--- config.mk ---
export PLATFORM = sky130hd
export DESIGN_NAME = pattern_timing_gen
export DESIGN_NICKNAME = d
export VERILOG_FILES = /design/src/rtl/pattern_pkg.sv /design/src/rtl/pattern_cfg_shadow.sv /design/src/rtl/pattern_timing_gen.sv
export SDC_FILE = /design/constraint.sdc
export NUM_CORES = 1
export LEC_CHECK = 0
export CAP_MARGIN = 10
export CORE_ASPECT_RATIO = 0.7
export CORE_MARGIN = 3
export CORE_UTILIZATION = 25
export DETAILED_ROUTE_END_ITERATION = 8
export SYNTH_ARGS = -nofsm -noshare
export SYNTH_HDL_FRONTEND = slang
export SYNTH_SLANG_ARGS = --single-unit
--- constraint.sdc ---
create_clock -name clk -period 2.7 [get_ports clk]
set_input_delay 0.405 -clock clk [delete_from_list [all_inputs] [get_ports clk]]
set_output_delay 0.405 -clock clk [all_outputs]
set_load 0.02 [all_outputs]
--- src/rtl/pattern_pkg.sv ---
// pattern_pkg: mode encodings, FSM states, line lengths and config struct for the pattern timing path
package pattern_pkg;
  typedef enum logic [2:0] {
    MODE_OFF   = 3'b000,
    REGULAR    = 3'b001,
    CONST_MODE = 3'b010,
    HRAMP_MODE = 3'b011,
    VRAMP_MODE = 3'b100,
    CHECK_MODE = 3'b101,
    BAR_MODE   = 3'b110,
    RAMP_MODE  = 3'b111
  } mode_e;
  typedef enum logic [1:0] {IDLE, LINE, VBLANK} state_e;
  localparam int LINE_LEN = 1290;
  localparam int REG_LINE_LEN = 4096;
  typedef struct packed {
    logic [2:0]  mode;
    logic [11:0] const_val;
    logic [1:0]  x;
    logic [1:0]  y;
  } pattern_cfg_t;
  function automatic logic [15:0] line_period(input logic [2:0] mode, input int lp, input int rp);
    return (mode == REGULAR) ? 16'(rp) : 16'(lp);
  endfunction
endpackage

--- src/rtl/pattern_cfg_shadow.sv ---
// pattern_cfg_shadow: pending (host-written) and active (frame-latched) pattern configuration
module pattern_cfg_shadow
  import pattern_pkg::*;
(
  input  logic         clk,
  input  logic         rst,
  input  logic         cfg_valid,
  input  logic         apply,
  input  pattern_cfg_t cfg_in,
  output logic [2:0]   pend_mode,
  output pattern_cfg_t active
);
  pattern_cfg_t pend_q, pend_d, act_q, act_d;
  // Host writes land in pending; apply copies the pre-edge pending value to active.
  always_comb begin
    pend_d = cfg_valid ? cfg_in : pend_q;
    act_d = apply ? pend_q : act_q;
  end
  // Shadow registers.
  always_ff @(posedge clk or posedge rst) begin
    if (rst) begin
      pend_q <= '0;
      act_q <= '0;
    end else begin
      pend_q <= pend_d;
      act_q <= act_d;
    end
  end
  assign pend_mode = pend_q.mode;
  assign active = act_q;
endmodule

--- src/rtl/pattern_timing_gen.sv ---
// pattern_timing_gen: frame/line sync timing with frame-latched pattern configuration.
// Define PATTERN_TIMING_FRAME_CNT_EN to add the 16-bit frame_cnt output.
module pattern_timing_gen
  import pattern_pkg::*;
#(
  parameter int LINES_PER_FRAME = 24,
  parameter int LINE_PERIOD = 1300,
  parameter int REG_LINE_PERIOD = 4100,
  parameter int VBLANK_LINES = 2
) (
  input  logic        clk,
  input  logic        rst,
  input  logic        enable,
  input  logic        cfg_valid,
  input  logic [2:0]  cfg_mode,
  input  logic [11:0] cfg_const,
  input  logic [1:0]  cfg_x,
  input  logic [1:0]  cfg_y,
  output logic        f_sync,
  output logic        sync,
  output logic [2:0]  Mode,
  output logic [11:0] constVal,
  output logic [1:0]  X,
  output logic [1:0]  Y,
  output logic [4:0]  line_idx,
`ifdef PATTERN_TIMING_FRAME_CNT_EN
  output logic [15:0] frame_cnt,
`endif
  output logic        frame_active
);
  // per must hold VBLANK_LINES*P-1; 13 bits suffice only while that stays below 8192.
  localparam int PER_W = (VBLANK_LINES * REG_LINE_PERIOD > 8192 || VBLANK_LINES * LINE_PERIOD > 8192) ? 16 : 13;
  state_e state_q, state_d;
  logic [PER_W-1:0] per_q, per_d;
  logic [15:0] p_q, p_d, p_new;
  logic [4:0] line_q, line_d;
  logic sync_q, sync_d, fsync_q, fsync_d, fa_q, fa_d, start, last;
  logic [2:0] pend_mode;
  pattern_cfg_t act;
  pattern_cfg_shadow u_shadow (
    .clk(clk),
    .rst(rst),
    .cfg_valid(cfg_valid),
    .apply(start),
    .cfg_in({cfg_mode, cfg_const, cfg_x, cfg_y}),
    .pend_mode(pend_mode),
    .active(act)
  );
  // Next-state: start a frame from IDLE, step lines every P cycles, then hold off for the vblank.
  always_comb begin
    start = state_q == IDLE && enable && pend_mode != MODE_OFF;
    last = line_q == 5'(LINES_PER_FRAME - 1);
    p_new = line_period(pend_mode, LINE_PERIOD, REG_LINE_PERIOD);
    state_d = state_q;
    per_d = per_q;
    p_d = p_q;
    line_d = line_q;
    fa_d = fa_q;
    sync_d = 1'b0;
    fsync_d = 1'b0;
    case (state_q)
      IDLE: if (start) begin
        p_d = p_new;
        per_d = PER_W'(p_new - 16'd1);
        line_d = 5'd0;
        fa_d = 1'b1;
        sync_d = 1'b1;
        fsync_d = 1'b1;
        state_d = LINE;
      end
      LINE: if (per_q != '0) per_d = per_q - PER_W'(1);
      else if (!last) begin
        sync_d = 1'b1;
        line_d = line_q + 5'd1;
        per_d = PER_W'(p_q - 16'd1);
      end else begin
        fa_d = 1'b0;
        per_d = PER_W'(16'(VBLANK_LINES) * p_q - 16'd1);
        state_d = VBLANK;
      end
      VBLANK: if (per_q != '0) per_d = per_q - PER_W'(1);
      else state_d = IDLE;
      default: state_d = IDLE;
    endcase
  end
  // FSM and registered outputs.
  always_ff @(posedge clk or posedge rst) begin
    if (rst) begin
      state_q <= IDLE;
      per_q <= '0;
      p_q <= '0;
      line_q <= '0;
      fa_q <= 1'b0;
      sync_q <= 1'b0;
      fsync_q <= 1'b0;
    end else begin
      state_q <= state_d;
      per_q <= per_d;
      p_q <= p_d;
      line_q <= line_d;
      fa_q <= fa_d;
      sync_q <= sync_d;
      fsync_q <= fsync_d;
    end
  end
`ifdef PATTERN_TIMING_FRAME_CNT_EN
  logic [15:0] fcnt_q, fcnt_d;
  // Count frame starts; wraps naturally at 16 bits.
  always_comb fcnt_d = fsync_d ? fcnt_q + 16'd1 : fcnt_q;
  // Frame counter register.
  always_ff @(posedge clk or posedge rst) begin
    if (rst) fcnt_q <= '0;
    else fcnt_q <= fcnt_d;
  end
  assign frame_cnt = fcnt_q;
`endif
  assign f_sync = fsync_q;
  assign sync = sync_q;
  assign line_idx = line_q;
  assign frame_active = fa_q;
  assign Mode = act.mode;
  assign constVal = act.const_val;
  assign X = act.x;
  assign Y = act.y;
endmodule

# Word-level counts from Yosys, hierarchy flattened

Index checks and enable logic that the tools add are counted.

Register bits: 80
Bits in latches: 0
RAM bits: 0
ROM bits: 0
Bits of input ports: 23
Output and inout port bits: 27
Word-level logic and storage cells: 66
Memories: 0

$add $sub $neg: 5
Multiply operators: 0
Divide/modulo/power cells: 0
Order comparisons: 0
Equal/unequal tests: 10
Shift-type cells: 0
Mux-type cells: 24
Bitwise logic cells: 0
Reduce and logical (&&, ||, !) cells: 12

Operator list:

| kind                  | number |
|---|---|
| $mux 16               | 4 |
| $pmux 16 s3           | 1 |
| $sub 16x1->16 const B | 3 |
| $reduce_bool 16->1    | 1 |
| $mux 5                | 3 |
| $sub 13x1->14 const B | 1 |
| $mux 13               | 1 |
| $reduce_and 4->1      | 3 |
| $ne 2x2->1 const B    | 5 |
| $pmux 5 s2            | 1 |
| $mux 2                | 4 |
| $mux 1                | 7 |
| $pmux 2 s3            | 1 |
| $reduce_bool 3->1     | 2 |
| $add 5x1->5 const B   | 1 |
| $eq 5x5->1 const B    | 1 |
| $pmux 1 s2            | 2 |
| $eq 3x1->1 const B    | 1 |
| $reduce_and 3->1      | 1 |
| $eq 2x1->1 const B    | 1 |
| $eq 2x2->1 const B    | 1 |
| $logic_and 1x1->1     | 2 |
| $logic_not 2->1       | 1 |
| $ne 2x1->1 const B    | 1 |
| other kinds (2)       | 2 |

# Depth between registers and ports, before layout

Gate-level depths: netlist of the first run.

Word-level depth: 5
Gate-level depth with buffers: 10
Mapped depth without buffers: 7

# By module

From an unflattened synthesis of the first run, not the netlist that was laid out.

Cells, all modules: 321
Area total of the unflattened synthesis: 3664.8 µm²

Modules (own cells, without submodules):

| module             | times used | cells each | area each (µm²) | sequential area each (µm²) |
|---|---|---|---|---|
| pattern_timing_gen | 1          | 237        | 2122.0          | 725.7 |
| pattern_cfg_shadow | 1          | 84         | 1542.7          | 950.9 |

# Least setup slack after synthesis of the first run

OpenSTA, ideal clock, no wires.

Path kind: reg-to-reg
Start point: register per_q[0]
End point: register line_q[3] (netlist: line_idx[3])
Library setup time: 0.079 ns
Arrival: 2.724 ns
Data required time: 2.621 ns
Path slack: -0.103 ns
Cell stages (with the launch flop): 9
Path buffers: 1
Clock period less this slack: 2.803 ns
Cell sequence: dfrtp_1 -> inv_1 -> ha_1 -> or4b_4 -> or4_4 -> buf_6 -> o41a_4 -> or4_1 -> a21oi_1

Cells in the longest elaborated chain, start to end: 3

Ends and longest elaborated chain:

| element                           | line                      | source |
|---|---|---|
| start, declared                   | pattern_timing_gen.sv:34  | `logic [PER_W-1:0] per_q, per_d;` |
| start signal, assigned            | pattern_timing_gen.sv:98  | `per_q <= per_d;` |
| $reduce_bool 16->1                | pattern_timing_gen.sv:71  | `LINE: if (per_q != '0) per_d = per_q - PER_W'(1);` |
| $ne 2x2->1 (no source line)       | n/a                       |  |
| $reduce_and 4->1 (no source line) | n/a                       |  |
| end signal, assigned              | pattern_timing_gen.sv:100 | `line_q <= line_d;` |
| end, declared                     | pattern_timing_gen.sv:36  | `logic [4:0] line_q, line_d;` |

Every way passes these cells.
A chain may end at the register's enable or synchronous reset.

# Worst setup path after layout of the first run

Same ends and word-level chain as after synthesis.

==> results of run 1 <==
power groups by stage:
stage | registers, mW | clock network, mW | logic [mW]
after floorplan | 1.69 | 0 | 0.898
after global placement | 1.52 | 0 | 1.91
after detailed placement | 1.52 | 0 | 1.94
after CTS | 1.51 | 1.15 | 1.97
after global routing | 1.55 | 1.18 | 2.20
final | 1.51 | 1.11 | 2.02
logic make-up after synthesis:
| family | Yosys count |
|---|---|
| adders and majority gates | 7 |
| buffers and inverters | 35 |
| AOI/OAI and AO/OA | 85 |
| muxes | 22 |
| and+or+nand+nor | 144 |
| DFF | 67 |
flip-flops by register name (all words and copies together) (netlist names), 2 cells and up:
register / count
state_q: 2
u_shadow.pend_mode: 3
u_shadow.pend_q: 16
per_q: 16
u_shadow.active: 19
p_q: 3
line_idx: 5
worst paths after layout:
| path | cells after the start | end |
|---|---|---|
| min | 2 | f_sync |
| min reg2reg | 2 | u_shadow.active[11] |
| max | 7 | line_idx[3] |
| max reg2reg | 7 | line_idx[3] |
| min in group clk | 2 | u_shadow.active[11] |
| max in group asynchronous | 3 | per_q[5] |
layout make-up:
class                   count  share of cell area
inverters                  16              0.0129
flip-flops and latches     67               0.361
clock buffers              12              0.0553
well taps                 185              0.0499
multi-input cells         258               0.363
clock inverters             4             0.00539
repair buffers             76               0.152
layer usage:
metal,wire (um),vias to the layer above,share of wire,track usage
met1,4760,1536,0.49,0.197
met5,0,-,0,0
li1,-,1455,-,-
met2,4090,137,0.42,0.170
met4,96,0,0.0099,0.0409
met3,753,13,0.078,0.0418
synthesized netlist by cell type (2+ instances only):
cell type / n / area share
nand2_1: 75 / 0.082
dfrtp_1: 67 / 0.49
mux2_2: 22 / 0.072
a21oi_1: 19 / 0.028
nor2_1: 18 / 0.020
clkbuf_1: 15 / 0.016
inv_1: 14 / 0.015
o21ai_0: 13 / 0.019
nor3_1: 9 / 0.013
o31ai_1: 8 / 0.017
a31oi_1: 7 / 0.013
ha_1: 7 / 0.025
nand3_1: 7 / 0.010
or4_1: 6 / 0.013
nor4_1: 5 / 0.0091
a211oi_1: 4 / 0.0087
o2111ai_1: 4 / 0.010
o211ai_1: 4 / 0.0087
or3_1: 4 / 0.0073
a32o_1: 3 / 0.0087
nand3b_1: 3 / 0.0065
nand4b_1: 3 / 0.0076
a2bb2oi_1: 2 / 0.0051
a32oi_1: 2 / 0.0051
and3_1: 2 / 0.0036
buf_2: 2 / 0.0029
clkinv_1: 2 / 0.0022
nand2b_1: 2 / 0.0036
nor2b_1: 2 / 0.0036
nor3b_1: 2 / 0.0044
o22ai_1: 2 / 0.0036
o311ai_0: 2 / 0.0051
o41ai_1: 2 / 0.0051
through the flow:
stage	total power [mW]	cells	setup TNS, ns	area (um2)	util
final	4.64	618	0	4640	0.349
after global routing	4.93	618	-0.00826	4640	0.349
after CTS	4.63	617	-0.00408	4600	0.345
after detailed placement	3.46	600	0	4300	0.323
after global placement	3.43	600	0	4300	0.323
after floorplan	2.59	360	-0.00719	3450	-
timing repair:
item	CTS	global route
resized for setup	3	6
gates cloned	0	0
setup buffers	1	1
setup endpoints to repair	1	8
pin swaps	2	1
==> reports/metrics.csv, run 1 <==
metric;value;unit
outcome;completed;
share of cells above drive strength 1;0.182;
start point of the critical path;per_q[0];
Distinct cells, synth;54;
Synth Instances;360;
ys async rst share;1.00;
Die Wd;146;um
CP Launch Type;register;
CP Cell Sequence;inv_2 -> ha_4 -> or4b_4 -> or4_4 -> o41a_4 -> or4_4 -> a21oi_2;
final worst slack;0.0434;ns
DP HPWL;6940;um
multiplexer share of the synthesized area;0.0719;
Antenna diodes;0;
max frequency;376;MHz
switching power total;1.81;mW
WP data required;2.96;ns
YS warnings;0;
Simple-Gate Fraction of Synth Area;0.200;
via count;3141;
Synth Area per Inst;9.56;um2
Syn-to-layout area delta;34.8;%
min Tclk post-route;2.66;ns
largest net degree at the start of global routing;45;
TritonCTS buffer count;9;
Core Region;13300;um2
Pint;2.83;mW
Peak VDD IR;441;uV
initial detailed-routing violation count;240;
drt total wl;9700;um
sw frac;0.390;
nets;458;
# clock sinks;67;
post-synthesis compound-gate area fraction;0.175;
clock latency on the worst-skew pair;0.33;ns
Largest stage delay, worst path;0.51;ns
clk root buf;clkbuf_16;
Crit Path Max Fanout;6;
clock share of power;0.238;
Via density;5.08;
Critical-path top delay cell;or4_4;
register area share after synthesis;0.487;
# setup viols final;0;
crit path capture type;register;
period utilization;0.984;
r2r setup slk;0.04;ns
CTS tree;yes;
area share of xor/xnor cells in the synthesized design;0;
Hold Violations, Final;0;
CTS H-Tree Depth;3;
Max Cap Viol;0;
Adder-Cell Fraction of Synth Area;0.0254;
Slew HR;0.528;
area of the multi-input gates;1690;um2
leakage power;1.96;nW
Logic pwr share;0.435;
Reg power frac;0.327;
Top Ports;50;
combinational family with the most area after synthesis;simple AND/OR/NAND/NOR gates;
FF+latch count, synth;67;
IO Port Bufs;49;
full die area;15200;um2
Reg clk slew, reported paths;0.06;ns
R2R Path Start;per_q[0];
delay-heaviest family, CP;simple AND/OR/NAND/NOR gates;
gr ovfl total;0;
dpl ws;0.00656;ns
wire per inst;15.7;um
main flop type after synthesis;dfrtp_1;
# fillers;1366;
crit path DAT;2.92;ns
PD cells;999;nW/um2
CTS Hold Bufs;0;
first-pass GRT wire length;16000;um
GRT Overall Usage;0.129;
Max Root-Sink Buffers;2;
vias in the first global route;3018;
Die Y;104;um
CP bufs+invs;1;
RSZ-0062 raised after global routing;true;
antenna violations before repair;0;
Top cell by count, worst path;or4_4;
commonest non-fill, non-tap cells in the layout;nand2_1, dfrtp_1, clkdlybuf4s50_1;
EDFF count, synth;0;
Fin Hold WS;0.442;ns
Worst Skew;0.00674;ns
Setup Crit Path Kind;reg -> reg;
Final ANT Viol Nets;0;
max-slew violations;0;
drt first pass iters;6;
commonest non-fill, non-tap cell in the layout;nand2_1;
Post-Syn Nets;390;
Worst-Margin Slew;0.707;ns
Post-Syn Area;3440;um2
Hold Crit Class;in -> async;
Seq. cell area;1680;um2
Routability Congestion;0.943;
Residual DRC;0;
initial core utilization;0.259;
Core Rows;35;
(Power assumes the default switching activity.)
==> run 2, diff against run 1 <==
--- a/config.mk
+++ b/config.mk
@@ -7,7 +7,7 @@
 export LEC_CHECK = 0
 export CAP_MARGIN = 10
 export CORE_ASPECT_RATIO = 0.7
-export CORE_MARGIN = 3
+export CORE_MARGIN = 2
 export CORE_UTILIZATION = 25
 export DETAILED_ROUTE_END_ITERATION = 8
 export SYNTH_ARGS = -nofsm -noshare
==> reports/metrics.csv, run 2 (synthesis results as in run 1) <==
metric;value;unit;change
outcome;completed;;
antenna violations before repair;0;;unchanged
largest net degree at the start of global routing;68;;+51%
Routability Congestion;0.900;;-4.5%
Placed Instances;602;;+0.33%
Top Layer Used;met4;;
wire per inst;15.5;um;-0.91%
full die area;14700;um2;-3.3%
Die Y;102;um;-1.9%
Crit Path Max Fanout;5;;-1
GRT Overall Usage;0.139;;+0.00982
drt total wl;9640;um;-0.59%
Post-Layout Inst Area;4680;um2;+0.92%
gr ovfl total;0;;unchanged
Final ANT Viol Nets;0;;unchanged
clock latency on the worst-skew pair;0.33;ns;about the same
Hold Crit Class;in -> async;;
Antenna diodes;0;;unchanged
Max Cap Viol;0;;unchanged
crit path DAT;2.90;ns;-0.02 ns
CTS H-Tree Depth;3;;unchanged
RSZ-0062 raised after global routing;true;;
Syn-to-layout area delta;36.0;%;
Max Root-Sink Buffers;2;;unchanged
Die Wd;144;um;-1.4%
nets;460;;+0.44%
share of cells above drive strength 1;0.184;;+0.00146
Slew HR;0.508;;-0.0195
DP HPWL;6860;um;-1.1%
start point of the critical path;per_q[0];;
IO Port Bufs;49;;unchanged
commonest non-fill, non-tap cell in the layout;nand2_1;;
Hold Violations, Final;0;;unchanged
PD cells;1020;nW/um2;+2.5%
leakage power;1.99;nW;+1.4%
R2R Path Start;per_q[0];;
Peak VDD IR;458;uV;+3.9%
first-pass GRT wire length;16000;um;about the same
drt first pass iters;5;;-1
Setup Crit Path Kind;reg -> reg;;
vias in the first global route;3042;;+0.80%
commonest non-fill, non-tap cells in the layout;nand2_1, dfrtp_1, clkdlybuf4s50_1;;
Reg clk slew, reported paths;0.06;ns;about the same
cell area after placement;4310;um2;+0.35%
final worst slack;0.0677;ns;+0.0243 ns
Via density;5.01;;-1.4%
via count;3106;;-1.1%
r2r setup slk;0.07;ns;+0.02 ns
Fin Hold WS;0.459;ns;+0.0171 ns
max frequency;380;MHz;+0.92%
Tot Pwr;4.80;mW;+3.5%
TritonCTS buffer count;9;;unchanged
WL met3;672;um;-11%
Worst-Margin Slew;0.732;ns;+0.0241 ns
dpl ws;-0.0264;ns;-0.0329 ns
period utilization;0.975;;-0.00900
max-slew violations;0;;unchanged
CTS Hold Bufs;0;;unchanged
initial detailed-routing violation count;205;;-15%
CTS tree;yes;;
initial core utilization;0.259;;unchanged
# clock sinks;67;;unchanged
Post-Layout Cell Count;620;;+0.32%
Core Rows;35;;unchanged
Core Region;13300;um2;unchanged
min Tclk post-route;2.63;ns;-0.0243 ns
Residual DRC;0;;unchanged
clk root buf;clkbuf_16;;
met1 wire length;4790;um;+0.76%
crit path capture type;register;;
Met2 Routed Length;4130;um;+0.95%
CP Launch Type;register;;
setup TNS;0;ns;unchanged
# setup viols final;0;;unchanged
Worst Skew;0.00579;ns;-0.000949 ns
WP data required;2.96;ns;about the same
worst flop-to-flop path endpoint;line_idx[3];;
max FFs per register;19;;unchanged
worst reg-to-reg path cell count;7;;unchanged
Top Ports;50;;unchanged
utilization after layout;0.352;;+0.00320
-- run 2: power by group --
part / internal [mW] / switching (mW)
logic: 0.880 / 1.15
clock network: 0.814 / 0.462
registers: 1.28 / 0.204
total: 2.98 / 1.82
-- run 2: worst max-delay path by stage --
stage,to,slack (ns),cells after the start
after floorplan,line_idx[3],-0.007,8
after CTS,line_idx[3],0.004,7
final,line_idx[3],0.07,7
after global routing,line_idx[3],-0.005,7
after global placement,per_q[2],0.06,8
after detailed placement,per_q[2],-0.03,8
-- run 2: cell type report --
type,instances,area [um2]
clock buffer,9,225
clock inverter,7,98.8
fill,1350,8630
inverter,16,60.1
multi-input combinational,258,1670
sequential,67,1680
tap,185,231
timing repair buffer,78,721
-- run 2: critical path, stage by stage (launching register included) --
cell and delay, ns:
dfrtp_1 0.39, inv_2 0.09, ha_4 0.13, or4b_4 0.45, or4_4 0.50, o41a_4 0.38, or4_4 0.49, a21oi_2 0.14
-- run 2: routing by layer --
| metal | vias up | track usage |
|---|---|---|
| li1 | 1457 | - |
| met1 | 1515 | 0.204 |
| met2 | 124 | 0.200 |
| met3 | 10 | 0.0478 |
| met4 | 0 | 0.0284 |
| met5 | - | 0 |
-- run 2: what timing repair did --
action | in CTS | in global routing
pin swaps | 3 | 1
setup buffers | 2 | 0
setup endpoints to repair | 4 | 7
resized for setup | 4 | 3
cloned | 0 | 0
==> run 3, diff against run 2 <==
--- a/config.mk
+++ b/config.mk
@@ -5,7 +5,7 @@
 export SDC_FILE = /design/constraint.sdc
 export NUM_CORES = 1
 export LEC_CHECK = 0
-export CAP_MARGIN = 10
+export CAP_MARGIN = 20
 export CORE_ASPECT_RATIO = 0.7
 export CORE_MARGIN = 2
 export CORE_UTILIZATION = 25
==> results of run 3 <==
No change in the layout: final DEF, timing and power equal those of run 2.
